--- src/rtl/rv32_load_store_unit.sv ---
// RV32 data-memory access stage: launches one aligned request/acknowledge access per start,
// formats load data for write-back and reports misaligned, illegal and timed-out accesses.
module rv32_load_store_unit #(
    parameter int TIMEOUT_CYCLES = 255
) (
    input  logic        clk,
    input  logic        rst,
    input  logic        start,
    input  logic        load,
    input  logic        store,
    input  logic [2:0]  funct3,
    input  logic [31:0] data_addr_bus,
    input  logic [31:0] store_data,
    output logic        busy,
    output logic        done,
    output logic [1:0]  fault_code,
    output logic [31:0] data_reg_d1,
    output logic        mem_req,
    output logic        mem_we,
    output logic [31:0] mem_addr,
    output logic [3:0]  mem_wstrb,
    output logic [31:0] mem_wdata,
    input  logic [31:0] mem_rdata,
    input  logic        mem_ack
);

    typedef enum logic [1:0] {
        ST_IDLE = 2'd0,
        ST_REQ  = 2'd1,
        ST_RESP = 2'd2,
        ST_DONE = 2'd3
    } state_t;

    localparam logic [7:0] TMO_LAST = 8'(TIMEOUT_CYCLES - 1);

    localparam logic [1:0] FAULT_NONE    = 2'd0;
    localparam logic [1:0] FAULT_MISALGN = 2'd1;
    localparam logic [1:0] FAULT_ILLEGAL = 2'd2;
    localparam logic [1:0] FAULT_TIMEOUT = 2'd3;

    function automatic logic [3:0] lane_strb(input logic [2:0] f3, input logic [1:0] off);
        logic [3:0] s;
        case (f3)
            3'd0:    s = 4'b0001 << off;
            3'd1:    s = 4'b0011 << off;
            3'd2:    s = 4'b1111;
            default: s = 4'b0000;
        endcase
        return s;
    endfunction

    function automatic logic [31:0] lane_wdata(input logic [2:0] f3, input logic [31:0] sd);
        logic [31:0] w;
        case (f3)
            3'd0:    w = {4{sd[7:0]}};
            3'd1:    w = {2{sd[15:0]}};
            3'd2:    w = sd;
            default: w = 32'h0000_0000;
        endcase
        return w;
    endfunction

    // Words are only ever read at offset 0, so the shifted word is the word itself.
    function automatic logic [31:0] load_format(input logic [2:0] f3, input logic [1:0] off,
                                                input logic [31:0] rdata);
        logic [31:0] sh;
        logic [31:0] r;
        sh = rdata >> {off, 3'b000};
        case (f3)
            3'd0:    r = {{24{sh[7]}}, sh[7:0]};
            3'd1:    r = {{16{sh[15]}}, sh[15:0]};
            3'd2:    r = sh;
            3'd4:    r = {24'h00_0000, sh[7:0]};
            3'd5:    r = {16'h0000, sh[15:0]};
            default: r = 32'h0000_0000;
        endcase
        return r;
    endfunction

    state_t      state_r;
    state_t      state_nxt_s;
    logic [7:0]  cnt_r;
    logic [7:0]  cnt_nxt_s;
    logic [1:0]  fault_nxt_s;
    logic        launch_s;
    logic        ld_upd_s;
    logic        illegal_s;
    logic        misaligned_s;
    logic [2:0]  funct3_r;
    logic [1:0]  off_r;
    logic        busy_r;
    logic        done_r;
    logic [1:0]  fault_r;
    logic [31:0] data_r;
    logic        mem_req_r;
    logic        mem_we_r;
    logic [31:0] mem_addr_r;
    logic [3:0]  mem_wstrb_r;
    logic [31:0] mem_wdata_r;

    // Launch classification: funct3[1:0] encodes the access size for both loads and stores.
    always_comb begin
        illegal_s = (load && store)
                 || (load && ((funct3 == 3'd3) || (funct3 == 3'd6) || (funct3 == 3'd7)))
                 || (store && (funct3 >= 3'd3));
        case (funct3[1:0])
            2'd1:    misaligned_s = data_addr_bus[0];
            2'd2:    misaligned_s = (data_addr_bus[1:0] != 2'b00);
            default: misaligned_s = 1'b0;
        endcase
    end

    // Next-state, fault classification and timeout counting.
    always_comb begin
        state_nxt_s = state_r;
        cnt_nxt_s   = cnt_r;
        fault_nxt_s = FAULT_NONE;
        launch_s    = 1'b0;
        ld_upd_s    = 1'b0;
        case (state_r)
            ST_IDLE: begin
                cnt_nxt_s = 8'd0;
                if (start && (load || store)) begin
                    launch_s = 1'b1;
                    if (illegal_s) begin
                        state_nxt_s = ST_DONE;
                        fault_nxt_s = FAULT_ILLEGAL;
                    end else if (misaligned_s) begin
                        state_nxt_s = ST_DONE;
                        fault_nxt_s = FAULT_MISALGN;
                    end else begin
                        state_nxt_s = ST_REQ;
                    end
                end else begin
                    state_nxt_s = ST_IDLE;
                end
            end
            ST_REQ: begin
                if (mem_ack) begin
                    state_nxt_s = ST_RESP;
                    ld_upd_s    = ~mem_we_r;
                    cnt_nxt_s   = 8'd0;
                end else if (cnt_r == TMO_LAST) begin
                    state_nxt_s = ST_DONE;
                    fault_nxt_s = FAULT_TIMEOUT;
                    cnt_nxt_s   = 8'd0;
                end else begin
                    cnt_nxt_s = cnt_r + 8'd1;
                end
            end
            ST_RESP: state_nxt_s = ST_DONE;
            ST_DONE: state_nxt_s = ST_IDLE;
            default: state_nxt_s = ST_IDLE;
        endcase
    end

    // State, registered status outputs, latched request fields and load result.
    always_ff @(posedge clk) begin
        if (rst) begin
            state_r     <= ST_IDLE;
            cnt_r       <= 8'd0;
            funct3_r    <= 3'd0;
            off_r       <= 2'd0;
            busy_r      <= 1'b0;
            done_r      <= 1'b0;
            fault_r     <= FAULT_NONE;
            data_r      <= 32'h0000_0000;
            mem_req_r   <= 1'b0;
            mem_we_r    <= 1'b0;
            mem_addr_r  <= 32'h0000_0000;
            mem_wstrb_r <= 4'b0000;
            mem_wdata_r <= 32'h0000_0000;
        end else begin
            state_r   <= state_nxt_s;
            cnt_r     <= cnt_nxt_s;
            busy_r    <= (state_nxt_s != ST_IDLE);
            done_r    <= (state_nxt_s == ST_DONE);
            mem_req_r <= (state_nxt_s == ST_REQ);
            fault_r   <= fault_nxt_s;
            if (launch_s) begin
                funct3_r    <= funct3;
                off_r       <= data_addr_bus[1:0];
                mem_addr_r  <= {data_addr_bus[31:2], 2'b00};
                mem_we_r    <= store && !load;
                mem_wstrb_r <= (store && !load) ? lane_strb(funct3, data_addr_bus[1:0]) : 4'b0000;
                mem_wdata_r <= (store && !load) ? lane_wdata(funct3, store_data) : 32'h0000_0000;
            end
            if (ld_upd_s) begin
                data_r <= load_format(funct3_r, off_r, mem_rdata);
            end
        end
    end

    assign busy        = busy_r;
    assign done        = done_r;
    assign fault_code  = fault_r;
    assign data_reg_d1 = data_r;
    assign mem_req     = mem_req_r;
    assign mem_we      = mem_we_r;
    assign mem_addr    = mem_addr_r;
    assign mem_wstrb   = mem_wstrb_r;
    assign mem_wdata   = mem_wdata_r;

endmodule

--- config.mk ---
export PLATFORM = sky130hd
export DESIGN_NAME = rv32_load_store_unit
export DESIGN_NICKNAME = d
export VERILOG_FILES = /design/src/rtl/rv32_load_store_unit.sv
export SDC_FILE = /design/constraint.sdc
export NUM_CORES = 1
export LEC_CHECK = 0
export ABC_CLOCK_PERIOD_IN_PS = 4200
export BUFFER_PORTS_ARGS = -buffer_cell sky130_fd_sc_hd__buf_2
export CAP_MARGIN = 15
export CORE_AREA = 2 2 107 109
export CTS_BUF_LIST = sky130_fd_sc_hd__clkbuf_4
export CTS_CLUSTER_SIZE = 40
export DETAILED_ROUTE_END_ITERATION = 8
export DIE_AREA = 0 0 109 111
export PLACE_DENSITY_LB_ADDON = 0.1
export SYNTH_ARGS = -nofsm -noshare
export SYNTH_HDL_FRONTEND = slang
export SYNTH_SLANG_ARGS = --single-unit
--- constraint.sdc ---
create_clock -name clk -period 4.2 [get_ports clk]
set_input_delay 0.42 -clock clk [delete_from_list [all_inputs] [get_ports clk]]
set_output_delay 0.42 -clock clk [all_outputs]
set_load 0.1 [all_outputs]
# Yosys cells after proc, flatten, opt, wreduce, memory -nomap -nowiden
# Index checks and enable logic that the tools add are counted.
# totals
regBits	119
out_inout_bits	106
wordCells	78
# classes
reduce_logical	17
n_eq_ne	17
add_sub_neg	1
n_shift	3
muxes	25
bitwise	1
magnitude_cmp	1
# op_table
op	n
32-bit one-hot mux with 5 select lines	1
32-bit one-hot mux with 3 select lines	1
32-bit 2-to-1 mux	1
32-bit by 5-bit >> shifter with 32-bit output	1
2-bit 2-to-1 mux	9
8-bit 2-to-1 mux	2
8-bit one-hot mux with 2 select lines	1
3-bit equality test (second input constant)	4
4-bit one-hot mux with 3 select lines	1
3-bit by 2-bit equality test with 1-bit output (second input constant)	3
8-bit by 1-bit adder with 8-bit output (second input constant)	1
2-bit equality test (second input constant)	4
8-bit equality test (second input constant)	1
2-bit one-hot mux with 4 select lines	1
2-bit by 1-bit equality test with 1-bit output (second input constant)	3
3-bit by 1-bit equality test with 1-bit output (second input constant)	2
3-bit zero test	2
2-bit nonzero test	3
1-bit logical AND	5
1-bit logical OR	5
1-bit 2-to-1 mux	5
4-bit 2-to-1 mux	1
2-bit one-hot mux with 2 select lines	1
1-bit by 2-bit left shift with 4-bit output (first input constant)	1
other kinds (6)	6

# Logic depth before layout (Yosys ltp)
# depth
depth_word	10
ltp_mapped	8
depth_no_buf	6

# Least setup slack after synthesis
# OpenSTA, ideal clock, no wires.
# synth_timing
kind	register to register
start	register mem_we_r, in the netlist mem_we
end	register data_r[25], in the netlist data_reg_d1[25]
synth_period_minus_slack_ps	2190
path_buffers	2
setup_time_ps	87
setup_slack_ps	2010
path_stages_with_launch	7
arrival_time_ps	2103
required_ps	4113
path_cell_list	dfxtp_1 -> nand4bb_1 -> buf_2 -> buf_1 -> nand2_1 -> a21boi_1 -> a221oi_2
# synth_between
elab_chain_cells	3
# synth_lines
item	line_no	source
start: declaration	96	logic mem_we_r;
start signal: assignment	184	mem_we_r <= store && !load;
1-bit NOT	141	ld_upd_s = ~mem_we_r;
1-bit 2-to-1 mux	139	if (mem_ack) begin
1-bit 2-to-1 mux	120	case (state_r)
end signal: assignment	189	data_r <= load_format(funct3_r, off_r, mem_rdata);
end: declaration	94	logic [31:0] data_r;
# Every way passes these cells.
# A chain may end at the register's enable or synchronous reset.

# Final worst setup path
# layout_timing
start	register off_r[1]
end	register data_r[24], in the netlist data_reg_d1[24]
# layout_between
elab_chain_cells	2
# layout_lines
item	line_no	source
start: declaration	90	logic [1:0] off_r;
start signal: assignment	182	off_r <= data_addr_bus[1:0];
32-bit by 5-bit >> shifter with 32-bit output	68	sh = rdata >> {off, 3'b000};
32-bit one-hot mux with 5 select lines	69	case (f3)
# Every way passes these cells.

==> results.sh <==
export IMPL_die_h_um=111
export IMPL_finalHoldViolCount=0
export IMPL_drt_iter0_drc=456
export IMPL_leakage_nw=2.91
export IMPL_fin_crit_sh_pct=54.2
export IMPL_synthArstFlopShare_pct=0
export IMPL_num_nets_final=927
export IMPL_die_x_um=109
export IMPL_power_total_w=0.00265
export IMPL_fin_tns_setup_ns=0
export IMPL_n_antenna_cell=0
export IMPL_highest_layer="met4"
export IMPL_ys_seq_area_share_pct=42.7
export IMPL_synth_edf_count=0
export IMPL_multi_input_area_um2=2910
export IMPL_cts_repair_resized=0
export IMPL_max_slew_worst_pin_slew_ns=1.08
export IMPL_grt_max_degree=90
export IMPL_met1_length_um=6420
export IMPL_yosys_warnings=0
export IMPL_ys_flop_type="dfxtp_1"
export IMPL_clkSlewWorstSetupHoldPaths_ns=0.10
export IMPL_setup_viol=0
export IMPL_numCtsBuffers=17
export IMPL_postSynthAreaPerCell_um2=8.78
export IMPL_critPathKind="register to register"
export IMPL_grt_antenna_before_repair=0
export IMPL_rsz0062_at_grt="false"
export IMPL_track_usage_pct=25.8
export IMPL_vias=5477
export IMPL_viasPerCell=5.65
export IMPL_syn_inst=636
export IMPL_grt_pass1_wl_um=24800
export IMPL_drc=0
export IMPL_post_route_min_period_ns=2.28
export IMPL_cts_setup_buffers=0
export IMPL_cts_tree="built"
export IMPL_routedWlPerCell_um=16.2
export IMPL_clk_insertion_delay_late_ns=0.51
export IMPL_startpoint_type="register"
export IMPL_fill_cells=1018
export IMPL_die_area_um2=12100
export IMPL_postRouteAntennaNets=0
export IMPL_gp_congestion=0.835
export IMPL_cp_data_arrival_time_ns=2.69
export IMPL_maxCapViolCount=0
export IMPL_synth_top_cell_area_share_pct=42.7
export IMPL_grt_pass1_vias=5168
export IMPL_peakVddDrop_v=0.000289
export IMPL_fmax_mhz=439
export IMPL_routed_wl_um=15700
export IMPL_postCtsHoldBufs=0
export IMPL_dr_wl_met3_um=1220
export IMPL_synthTopCellsByArea="dfxtp_1, nand2_1, a21oi_1"
export IMPL_synthesis_area_um2=5580
export IMPL_ys_ff_latch=119
export IMPL_htreeDepth=4
export IMPL_regArea_um2=2380
export IMPL_cts_max_path_buffers=2
export IMPL_start_util_pct=50.4
export IMPL_yosysMostFrequentCell="nand2_1"
export IMPL_maxSlewViolCount=0
export IMPL_powerDensity_nw_per_um2=389
export IMPL_cts_sinks=119
export IMPL_areaGrowthSynthToFinish_pct=22.2
export IMPL_core_area_um2=11100
export IMPL_synthTopCellsByCount="nand2_1, dfxtp_1, a21oi_1"
export IMPL_dp_hpwl_um=11200
export IMPL_final_area_um2=6820
export IMPL_synth_top_area_cell="dfxtp_1"
export IMPL_io_buffers=208
export IMPL_finalClockSkew_ns=0.0127
export IMPL_worstHoldPathType="input pin to register"
export IMPL_slew_headroom_pct=27.7
export IMPL_fin_ws_ns=1.92
export IMPL_placed_area_um2=6570
export IMPL_std_cell_rows=39
export IMPL_worst_setup_path_end_kind="register"
export IMPL_required_ns=4.61
export IMPL_outcome="finished, final reports clean"
export IMPL_clockRootBuffer="clkbuf_4"
export IMPL_io_pin_count=211
export IMPL_grt_overflow=0
export IMPL_final_util_pct=61.6
export IMPL_layout_drive_gt1_share_pct=32.8
export IMPL_dpl_worst_slack_ns=1.43
export IMPL_route_met2_wl_um=7770
export IMPL_cp_max_fo=29
export IMPL_drt_pass1_iterations=6
export IMPL_synth_cell_types=66
[kinds of logic (layout without fill, tap and decap cells)]
kind of cell | Yosys count | in the layout | synth area share, %
fa+ha+maj | 6 | 6 | 1.34
mux | 23 | 23 | 4.41
flops | 119 | 119 | 42.7
other cells | 1 | 2 | 0.0672
xor+xnor | 1 | 1 | 0.157
simple gates | 210 | 210 | 17.2
compound gates | 213 | 213 | 28.7
buf+inv | 63 | 253 | 5.47
[final cells by class]
| class | instances | share of cell area, % |
|---|---|---|
| Multi-Input combinational cell | 455 | 42.6 |
| Inverter | 7 | 0.385 |
| Timing Repair Buffer | 216 | 16.2 |
| Sequential cell | 119 | 34.9 |
| Clock inverter | 12 | 1.30 |
| Clock buffer | 18 | 1.98 |
| Tap cell | 143 | 2.62 |
[stage by stage]
step | hold WS (ns) | instances
finish | 0.141 | 970
global route | 0.102 | 970
CTS | 0.0986 | 967
detailed placement | 0.444 | 937
floorplan | 0.454 | 637
global placement | 0.439 | 937
[routing by layer]
metal | track usage, % | vias to the layer above
met3 | 7.58 | 19
met2 | 43.5 | 210
met1 | 30.9 | 2593
met4 | 9.32 | 0
li1 | - | 2655
met5 | 0 | -
[worst max-delay path: stages (launching register included)]
cell	delay, ns
dfxtp_1	0.64
or4b_1	0.91
nor2_8	0.25
a21boi_0	0.15
a221oi_2	0.24
[flip-flops by register name (all words and copies together) (netlist names)]
register and cells:
busy 1, cnt_r 8, data_reg_d1 32, done 1, fault_code 2, funct3_r 3, mem_addr 30, mem_req 1
mem_wdata 32, mem_we 1, mem_wstrb 4, off_r 2, state_r 2
[where the power goes]
part	switching [W]	internal [W]	total, W
clock	0.000408	0.000281	0.000689
sequential	0.0000391	0.00118	0.00122
combinational	0.000572	0.000174	0.000746
[path summary, 6_finish.rpt]
path                     start         endpoint  slack (ns)  depth (start not counted)
max                   off_r[1]  data_reg_d1[24]        1.92                          4
min          data_addr_bus[28]     mem_addr[28]        0.14                          3
max reg2reg           off_r[1]  data_reg_d1[24]        1.92                          4
min reg2reg       mem_addr[23]     mem_addr[23]        0.46                          2
[cells in the final DEF (no fill, tap or decap), drive strengths merged, types with 8 or more instances in the layout]
master / instances
a211o: 8
a21boi: 9
a21o: 10
a21oi: 65
a221oi: 16
a222oi: 8
a22o: 9
a22oi: 26
buf: 215
clkbuf: 19
clkinv: 8
dfxtp: 119
mux2i: 22
nand2: 122
nand3b: 9
nor2: 41
nor2b: 13
o21a: 10
o21ai: 17
Power figures use the tool's default switching activity.
